[src/rtl/vga_row_display_pkg.sv]
// Shared timing defaults, counter widths, pixel colour type and colour map for the VGA row display.
// VGA_PALETTE_EN selects the 16-entry colour table; otherwise pixels map to grayscale.
package vga_pkg;

  localparam int unsigned DEF_H_ACTIVE     = 640;
  localparam int unsigned DEF_H_FP         = 16;
  localparam int unsigned DEF_H_SYNC       = 96;
  localparam int unsigned DEF_H_BP         = 48;
  localparam int unsigned DEF_V_ACTIVE     = 480;
  localparam int unsigned DEF_V_FP         = 10;
  localparam int unsigned DEF_V_SYNC       = 2;
  localparam int unsigned DEF_V_BP         = 33;
  localparam int unsigned DEF_PIXEL_REPEAT = 10;
  localparam int unsigned DEF_ROW_REPEAT   = 10;
  localparam int unsigned ROW_PIXELS       = 64;

  localparam int unsigned H_W    = 10;
  localparam int unsigned V_W    = 10;
  localparam int unsigned DATA_W = 4;
  localparam int unsigned COL_W  = 6;
  localparam int unsigned PX_W   = 4;
  localparam int unsigned LIR_W  = 4;

  typedef struct packed {
    logic [1:0] r;
    logic [1:0] g;
    logic [1:0] b;
  } rgb222_t;

`ifdef VGA_PALETTE_EN
  // Dark-to-bright ramp through blue, cyan, yellow and red; entry 0 black, entry 15 white.
  localparam logic [5:0] PALETTE [16] = '{
    6'h00, 6'h01, 6'h02, 6'h03, 6'h07, 6'h0B, 6'h0F, 6'h1F,
    6'h2F, 6'h3E, 6'h3C, 6'h38, 6'h34, 6'h30, 6'h2A, 6'h3F
  };
`endif

  function automatic rgb222_t color_map(input logic [DATA_W-1:0] d);
    rgb222_t c;
`ifdef VGA_PALETTE_EN
    c = rgb222_t'(PALETTE[d]);
`else
    c.r = 2'(d >> 2);
    c.g = c.r;
    c.b = c.r;
`endif
    return c;
  endfunction

endpackage

[src/rtl/vga_row_display_timing.sv]
// VGA raster counters with sync, active-area, row-swap and frame-start strobes derived from them.
module vga_timing
  import vga_pkg::*;
#(
  parameter int unsigned H_ACTIVE     = DEF_H_ACTIVE,
  parameter int unsigned H_FP         = DEF_H_FP,
  parameter int unsigned H_SYNC       = DEF_H_SYNC,
  parameter int unsigned H_BP         = DEF_H_BP,
  parameter int unsigned V_ACTIVE     = DEF_V_ACTIVE,
  parameter int unsigned V_FP         = DEF_V_FP,
  parameter int unsigned V_SYNC       = DEF_V_SYNC,
  parameter int unsigned V_BP         = DEF_V_BP,
  parameter int unsigned PIXEL_REPEAT = DEF_PIXEL_REPEAT,
  parameter int unsigned ROW_REPEAT   = DEF_ROW_REPEAT
) (
  input  logic             clk,
  input  logic             rst_n,
  output logic [COL_W-1:0] o_col,
  output logic             o_active_c,
  output logic             o_hsync_c,
  output logic             o_vsync_c,
  output logic             o_swap_c,
  output logic             o_frame_start_c
);

  localparam int unsigned H_TOTAL = H_ACTIVE + H_FP + H_SYNC + H_BP;
  localparam int unsigned V_TOTAL = V_ACTIVE + V_FP + V_SYNC + V_BP;

  localparam logic [H_W-1:0]   H_ACT_L    = H_W'(H_ACTIVE);
  localparam logic [H_W-1:0]   H_LAST_L   = H_W'(H_TOTAL - 1);
  localparam logic [H_W-1:0]   HS_BEG_L   = H_W'(H_ACTIVE + H_FP);
  localparam logic [H_W-1:0]   HS_END_L   = H_W'(H_ACTIVE + H_FP + H_SYNC - 1);
  localparam logic [V_W-1:0]   V_ACT_L    = V_W'(V_ACTIVE);
  localparam logic [V_W-1:0]   V_ACT_M1_L = V_W'(V_ACTIVE - 1);
  localparam logic [V_W-1:0]   V_LAST_L   = V_W'(V_TOTAL - 1);
  localparam logic [V_W-1:0]   VS_BEG_L   = V_W'(V_ACTIVE + V_FP);
  localparam logic [V_W-1:0]   VS_END_L   = V_W'(V_ACTIVE + V_FP + V_SYNC - 1);
  localparam logic [PX_W-1:0]  PX_LAST_L  = PX_W'(PIXEL_REPEAT - 1);
  localparam logic [LIR_W-1:0] LIR_LAST_L = LIR_W'(ROW_REPEAT - 1);

  logic [H_W-1:0]   r_h;
  logic [V_W-1:0]   r_v;
  logic [PX_W-1:0]  r_px;
  logic [COL_W-1:0] r_col;
  logic [LIR_W-1:0] r_lir;
  logic             w_h_last;
  logic             w_v_last;

  assign w_h_last = (r_h == H_LAST_L);
  assign w_v_last = (r_v == V_LAST_L);

  assign o_col           = r_col;
  assign o_active_c      = (r_h < H_ACT_L) && (r_v < V_ACT_L);
  assign o_hsync_c       = !((r_h >= HS_BEG_L) && (r_h <= HS_END_L));
  assign o_vsync_c       = !((r_v >= VS_BEG_L) && (r_v <= VS_END_L));
  assign o_frame_start_c = (r_h == '0) && (r_v == V_ACT_L);
  // Swap on the line whose successor begins a new row group.
  assign o_swap_c        = (r_h == H_ACT_L) &&
                           (w_v_last || ((r_v < V_ACT_M1_L) && (r_lir == LIR_LAST_L)));

  always_ff @(posedge clk or negedge rst_n) begin
    if (!rst_n) begin
      r_h   <= '0;
      r_v   <= '0;
      r_px  <= '0;
      r_col <= '0;
      r_lir <= '0;
    end else if (w_h_last) begin
      r_h   <= '0;
      r_px  <= '0;
      r_col <= '0;
      r_v   <= w_v_last ? '0 : r_v + 1'b1;
      if (r_v < V_ACT_L) begin
        r_lir <= (r_lir == LIR_LAST_L) ? '0 : r_lir + 1'b1;
      end
    end else begin
      r_h <= r_h + 1'b1;
      if (o_active_c) begin
        if (r_px == PX_LAST_L) begin
          r_px  <= '0;
          r_col <= r_col + 1'b1;
        end else begin
          r_px <= r_px + 1'b1;
        end
      end
    end
  end

endmodule

[src/rtl/vga_row_display.sv]
// VGA row display: ping-pong 64-pixel row banks filled over valid/ready and shown on a VGA raster.
// Define VGA_PALETTE_EN for the 16-entry colour table; the default build shows grayscale.
module vga_row_display
  import vga_pkg::*;
#(
  parameter int unsigned H_ACTIVE     = DEF_H_ACTIVE,
  parameter int unsigned H_FP         = DEF_H_FP,
  parameter int unsigned H_SYNC       = DEF_H_SYNC,
  parameter int unsigned H_BP         = DEF_H_BP,
  parameter int unsigned V_ACTIVE     = DEF_V_ACTIVE,
  parameter int unsigned V_FP         = DEF_V_FP,
  parameter int unsigned V_SYNC       = DEF_V_SYNC,
  parameter int unsigned V_BP         = DEF_V_BP,
  parameter int unsigned PIXEL_REPEAT = DEF_PIXEL_REPEAT,
  parameter int unsigned ROW_REPEAT   = DEF_ROW_REPEAT
) (
  input  logic              clk,
  input  logic              rst_n,
  input  logic              wr_valid,
  input  logic [DATA_W-1:0] wr_data,
  output logic              wr_ready,
  output logic [1:0]        R,
  output logic [1:0]        G,
  output logic [1:0]        B,
  output logic              hsync,
  output logic              vsync,
  output logic              frame_start,
  output logic              underrun
);

  localparam logic [COL_W-1:0] IDX_LAST = COL_W'(ROW_PIXELS - 1);

  logic [COL_W-1:0]  w_col;
  logic              w_active;
  logic              w_hsync;
  logic              w_vsync;
  logic              w_swap;
  logic              w_frame_start;
  logic              w_wr_en;
  logic [DATA_W-1:0] w_pix;
  rgb222_t           w_rgb;

  logic [DATA_W-1:0] r_bank0 [ROW_PIXELS];
  logic [DATA_W-1:0] r_bank1 [ROW_PIXELS];
  logic              r_disp_sel;
  logic              r_fill_full;
  logic [COL_W-1:0]  r_wr_idx;

  vga_timing #(
    .H_ACTIVE     (H_ACTIVE),
    .H_FP         (H_FP),
    .H_SYNC       (H_SYNC),
    .H_BP         (H_BP),
    .V_ACTIVE     (V_ACTIVE),
    .V_FP         (V_FP),
    .V_SYNC       (V_SYNC),
    .V_BP         (V_BP),
    .PIXEL_REPEAT (PIXEL_REPEAT),
    .ROW_REPEAT   (ROW_REPEAT)
  ) u_timing (
    .clk             (clk),
    .rst_n           (rst_n),
    .o_col           (w_col),
    .o_active_c      (w_active),
    .o_hsync_c       (w_hsync),
    .o_vsync_c       (w_vsync),
    .o_swap_c        (w_swap),
    .o_frame_start_c (w_frame_start)
  );

  // A write landing on the frame-start cycle is dropped by the clear.
  assign wr_ready = ~r_fill_full;
  assign w_wr_en  = wr_valid & ~r_fill_full & ~w_frame_start;
  assign w_pix    = r_disp_sel ? r_bank1[w_col] : r_bank0[w_col];
  assign w_rgb    = color_map(w_pix);

  // The bank not selected for display is the fill bank; contents are not reset.
  always_ff @(posedge clk) begin
    if (w_wr_en && r_disp_sel) begin
      r_bank0[r_wr_idx] <= wr_data;
    end
    if (w_wr_en && !r_disp_sel) begin
      r_bank1[r_wr_idx] <= wr_data;
    end
  end

  always_ff @(posedge clk or negedge rst_n) begin
    if (!rst_n) begin
      r_wr_idx    <= '0;
      r_fill_full <= 1'b0;
      r_disp_sel  <= 1'b0;
      underrun    <= 1'b0;
    end else if (w_frame_start) begin
      r_wr_idx    <= '0;
      r_fill_full <= 1'b0;
      underrun    <= 1'b0;
    end else begin
      if (w_wr_en) begin
        if (r_wr_idx == IDX_LAST) begin
          r_fill_full <= 1'b1;
          r_wr_idx    <= '0;
        end else begin
          r_wr_idx <= r_wr_idx + 1'b1;
        end
      end
      // Swap decision uses the registered full flag, so a same-cycle last write is an underrun.
      if (w_swap) begin
        if (r_fill_full) begin
          r_disp_sel  <= ~r_disp_sel;
          r_fill_full <= 1'b0;
        end else begin
          underrun <= 1'b1;
        end
      end
    end
  end

  always_ff @(posedge clk or negedge rst_n) begin
    if (!rst_n) begin
      R           <= 2'b00;
      G           <= 2'b00;
      B           <= 2'b00;
      hsync       <= 1'b1;
      vsync       <= 1'b1;
      frame_start <= 1'b0;
    end else begin
      R           <= w_active ? w_rgb.r : 2'b00;
      G           <= w_active ? w_rgb.g : 2'b00;
      B           <= w_active ? w_rgb.b : 2'b00;
      hsync       <= w_hsync;
      vsync       <= w_vsync;
      frame_start <= w_frame_start;
    end
  end

endmodule

[config.mk]
export PLATFORM = sky130hd
export DESIGN_NAME = vga_row_display
export DESIGN_NICKNAME = d
export VERILOG_FILES = /design/src/rtl/vga_row_display_pkg.sv /design/src/rtl/vga_row_display_timing.sv /design/src/rtl/vga_row_display.sv
export SDC_FILE = /design/constraint.sdc
export NUM_CORES = 1
export LEC_CHECK = 0
export ABC_CLOCK_PERIOD_IN_PS = 5100
export CAP_MARGIN = 25
export CORE_ASPECT_RATIO = 0.8
export CORE_UTILIZATION = 25
export CTS_BUF_LIST = sky130_fd_sc_hd__clkbuf_4 sky130_fd_sc_hd__clkbuf_8
export CTS_CLUSTER_SIZE = 24
export DETAILED_ROUTE_END_ITERATION = 6
export MAX_ROUTING_LAYER = met4
export PLACE_DENSITY_LB_ADDON = 0.15
export SETUP_SLACK_MARGIN = 0.02
export SLEW_MARGIN = 20
export SYNTH_ARGS = -nofsm -noshare
export SYNTH_HDL_FRONTEND = slang
export SYNTH_HIERARCHICAL = 1
export SYNTH_SLANG_ARGS = --single-unit
[constraint.sdc]
create_clock -name clk -period 5.1 [get_ports clk]
set_input_delay 1.275 -clock clk [delete_from_list [all_inputs] [get_ports clk]]
set_output_delay 1.275 -clock clk [all_outputs]
set_load 0.005 [all_outputs]
==> insert_results.sql <==
INSERT INTO impl_metrics (metric_group, metric, value, unit) VALUES
('drt', 'drtIter0Drc', '624', ''),
('sta', 'setup_tns', '0', 'ns'),
('floorplan', 'die_height', '207', 'um'),
('synth', 'share_of_cell_area_taken_by_muxes_after_synthesis', '10.6', '%'),
('layout', 'final_core_util', '29.1', '%'),
('synth', 'yosys.area_share.adder', '0.854', '%'),
('worst_setup_path', 'worstPathCellList', 'clkdlybuf4s50_1 > nand2b_1 > nor3b_2 > nand3_1 > nor2_1', ''),
('floorplan', 'floorplan.io_pins', '18', ''),
('synth', 'synth_sequential_area_ratio', '67.4', '%'),
('drt', 'met3_wirelength', '1270', 'um'),
('power', 'switching_share', '21.7', '%'),
('sta', 'final.period_utilization', '63.1', '%'),
('power', 'comb_power_share', '1.2', '%'),
('clock_network', 'tritoncts', 'built', ''),
('layout', 'layout-drive-gt1-share', '17.2', '%'),
('power', 'power_share_of_the_clock_group', '45.0', '%'),
('clock_network', 'postCtsSetupRepairBufs', '0', ''),
('worst_setup_path', 'critical_path_arrival', '3.51', 'ns'),
('synth', 'mappedNetlistArea', '0.0132', 'mm2'),
('synth', 'synth_top_family_by_area', 'simple AND/OR/NAND/NOR gates', ''),
('power', 'powerDensity', '334', 'mW/mm2'),
('sta', 'max_slew.worst_pin.slew', '0.991', 'ns'),
('drt', 'avgViaCountPerCell', '4.59', ''),
('drt', 'drt_pass1_iterations', '4', ''),
('synth', 'synth.yosys.warnings', '6', ''),
('clock_network', 'clkLatencyLatePin', '0.63', 'ns'),
('synth', 'ys_top_cells_by_area', 'edfxtp_1, dfrtp_1, mux4_2', ''),
('synth', 'synth_area_per_inst', '14.6', 'um2'),
('clock_network', 'clk_pin_slew', '0.06', 'ns'),
('global_route', 'groute.usage.overall', '13.4', '%'),
('drt', 'met2RoutedLength', '14000', 'um'),
('clock_network', 'cts-hold-fix-buffers', '0', ''),
('synth', 'synthesis.instances', '902', ''),
('clock_network', 'clockRootBuffer', 'clkbuf_8', ''),
('placement', 'place.port_buffers', '15', ''),
('power', 'static-leakage-power', '4.86', 'nW'),
('synth', 'netlist.top_cell.by_area', 'edfxtp_1', ''),
('run', 'drv.max_cap_violation_count', '0', ''),
('global_route', 'grt_pass1_vias', '7860', ''),
('floorplan', 'floorplan.initialDensity', '25.6', '%'),
('placement', 'place.detailed.hpwl', '21700', 'um'),
('sta', 'timing_max_transition_violations_final', '0', ''),
('power', 'vdd_drop_max', '0.147', 'mV'),
('global_route', 'number_of_antenna_violations_at_the_first_check_in_global_routing', '0', ''),
('floorplan', 'area_of_the_placeable_core', '0.0516', 'mm2'),
('worst_setup_path', 'worst_setup_path_end_kind', 'flip-flop', ''),
('synth', 'synth_xor_xnor_area_share', '1.26', '%'),
('power', 'seq_power_share', '53.8', '%'),
('clock_network', 'clock-sinks', '304', ''),
('power', 'switchingPower', '1.09', 'mW'),
('worst_setup_path', 'cp_slowest_stage_delay', '0.69', 'ns'),
('synth', 'synth_top_cell_area_share', '58.3', '%'),
('worst_setup_path', 'worst_path_max_delay_cell', 'nand3_1', ''),
('placement', 'gp_congestion', '0.737', ''),
('synth', 'main_flop_type_after_synthesis', 'edfxtp_1', ''),
('worst_setup_path', 'worst-path-max-fanout', '9', ''),
('drt', 'wl_per_cell', '20.7', 'um'),
('worst_setup_path', 'worst-endpoint-required', '5.40', 'ns'),
('synth', 'synthTopCellsByCount', 'edfxtp_1, nor2_1, dfrtp_1', ''),
('synth', 'share_of_synthesized_cell_area_in_and_or_nand_and_nor_gates', '11.3', '%'),
('sta', 'report.final.hold_viol_count', '0', ''),
('status', 'status', 'complete, no violations', ''),
('floorplan', 'die_width', '259', 'um'),
('drt', 'drt_drc_violations_left', '0', ''),
('sta', 'finalWorstPathRequiredPeriod', '3.22', 'ns'),
('drt', 'total_number_of_vias', '7595', ''),
('clock_network', 'cts_made_buffers', '53', ''),
('worst_hold_path', 'hold_path.class', 'flip-flop to flip-flop', ''),
('layout', 'area.growth.synth_to_final', '13.9', '%'),
('global_route', 'grt_first_pass_wirelength', '51400', 'um'),
('worst_setup_path', 'cp-start-kind', 'input pin', '');
[flip-flops by register name, indices dropped and copies added (netlist names)]
register / count
B: 2
vsync: 1
r_fill_full: 1
u_timing/r_lir: 4
r_bank0: 128
r_wr_idx: 6
r_disp_sel: 1
r_bank1: 128
u_timing/r_v: 10
u_timing/r_px: 4
underrun: 1
hsync: 1
u_timing/o_col: 6
u_timing/r_h: 10
frame_start: 1
[per-stage QoR]
step / area [um2] / setup WS [ns] / total power [mW] / hold slack [ns] / instances
2_1_floorplan: 13200 / 2.57 / 2.76 / 0.443 / 902
3_3_place_gp: 14000 / 1.19 / 2.82 / 0.487 / 1558
3_5_place_dp: 14000 / 1.20 / 2.82 / 0.485 / 1558
4_1_cts: 15000 / 1.87 / 5.12 / 0.507 / 1655
5_1_grt: 15000 / 1.69 / 5.21 / 0.527 / 1655
6_report: 15000 / 1.88 / 5.02 / 0.500 / 1655
[kinds of logic after synthesis]
logic type | count (synthesis)
xor gates and xnor gates | 19
DFF | 304
AOI/OAI and AO/OA | 101
muxes | 78
and+or+nand+nor | 315
buffers and inverters | 76
adders and majority gates | 9
[worst max-delay path, delay by kind of cell]
kind / cells / cell delay, ns
and+or+nand+nor: 4 / 1.75
buffers and inverters: 1 / 0.47
[power groups by stage]
stage	logic, mW	registers (mW)	clock network, mW
after detailed placement	0.0627	2.75	0
after CTS	0.0626	2.70	2.35
after global placement	0.0631	2.75	0
after global routing	0.0677	2.70	2.44
final	0.0591	2.70	2.26
after floorplan	0.0116	2.75	0
[layout make-up]
cell class | count | area, um2
Inverter | 20 | 75.1
Clock buffer | 72 | 885
Clock inverter | 25 | 164
Tap cell | 684 | 856
Fill cell | 5159 | 36600
Timing Repair Buffer | 28 | 238
Multi-Input combinational cell | 522 | 3910
Sequential cell | 304 | 8900
[placed cells by master (no fill, tap or decap), types with 7 or more instances in the layout]
| cell | count |
|---|---|
| edfxtp_1 | 256 |
| nand2_1 | 37 |
| mux4_1 | 8 |
| clkbuf_4 | 17 |
| inv_1 | 20 |
| nor4_1 | 13 |
| clkbuf_8 | 55 |
| xor2_1 | 10 |
| xnor2_1 | 9 |
| nor2_1 | 158 |
| mux2i_1 | 21 |
| dfrtp_1 | 44 |
| nand2b_1 | 7 |
| clkinv_2 | 11 |
| clkinv_1 | 11 |
| a21oi_1 | 7 |
| nand4_1 | 9 |
| ha_1 | 9 |
| nor3_1 | 10 |
| a22oi_1 | 10 |
| mux4_2 | 38 |
| o21ai_0 | 17 |
| nor2b_1 | 23 |
| clkdlybuf4s50_1 | 12 |
| buf_4 | 15 |
| a211oi_1 | 11 |
| o221ai_1 | 8 |
| nand3_1 | 24 |
| mux2_2 | 11 |
[path summary, 6_finish.rpt]
check | endpoint | start | depth (start not counted) | slack (ns)
max in group asynchronous | r_wr_idx[4]$_DFFE_PN0P_ | rst_n | 2 | 3.63
min in group asynchronous | u_timing/r_h[2]$_DFF_PN0_ | rst_n | 1 | 0.72
worst min-delay path | u_timing/r_lir[2]$_DFFE_PN0P_ | u_timing/r_lir[2]$_DFFE_PN0P_ | 1 | 0.50
worst max-delay path | r_bank0[9][3]$_DFFE_PP_ | wr_valid | 5 | 1.88
worst min register to register | u_timing/r_lir[2]$_DFFE_PN0P_ | u_timing/r_lir[2]$_DFFE_PN0P_ | 1 | 0.50
worst max register to register | r_bank0[9][3]$_DFFE_PP_ | u_timing/r_v[5]$_DFFE_PN0N_ | 6 | 1.95
[routing by layer]
metal / vias to the layer above / global-route usage (%)
met5: - / -
met4: 0 / 4.43
met3: 64 / 2.55
met2: 129 / 17.9
met1: 3890 / 19.9
li1: 3512 / -
Note: power is estimated with default switching activity, not from simulation.
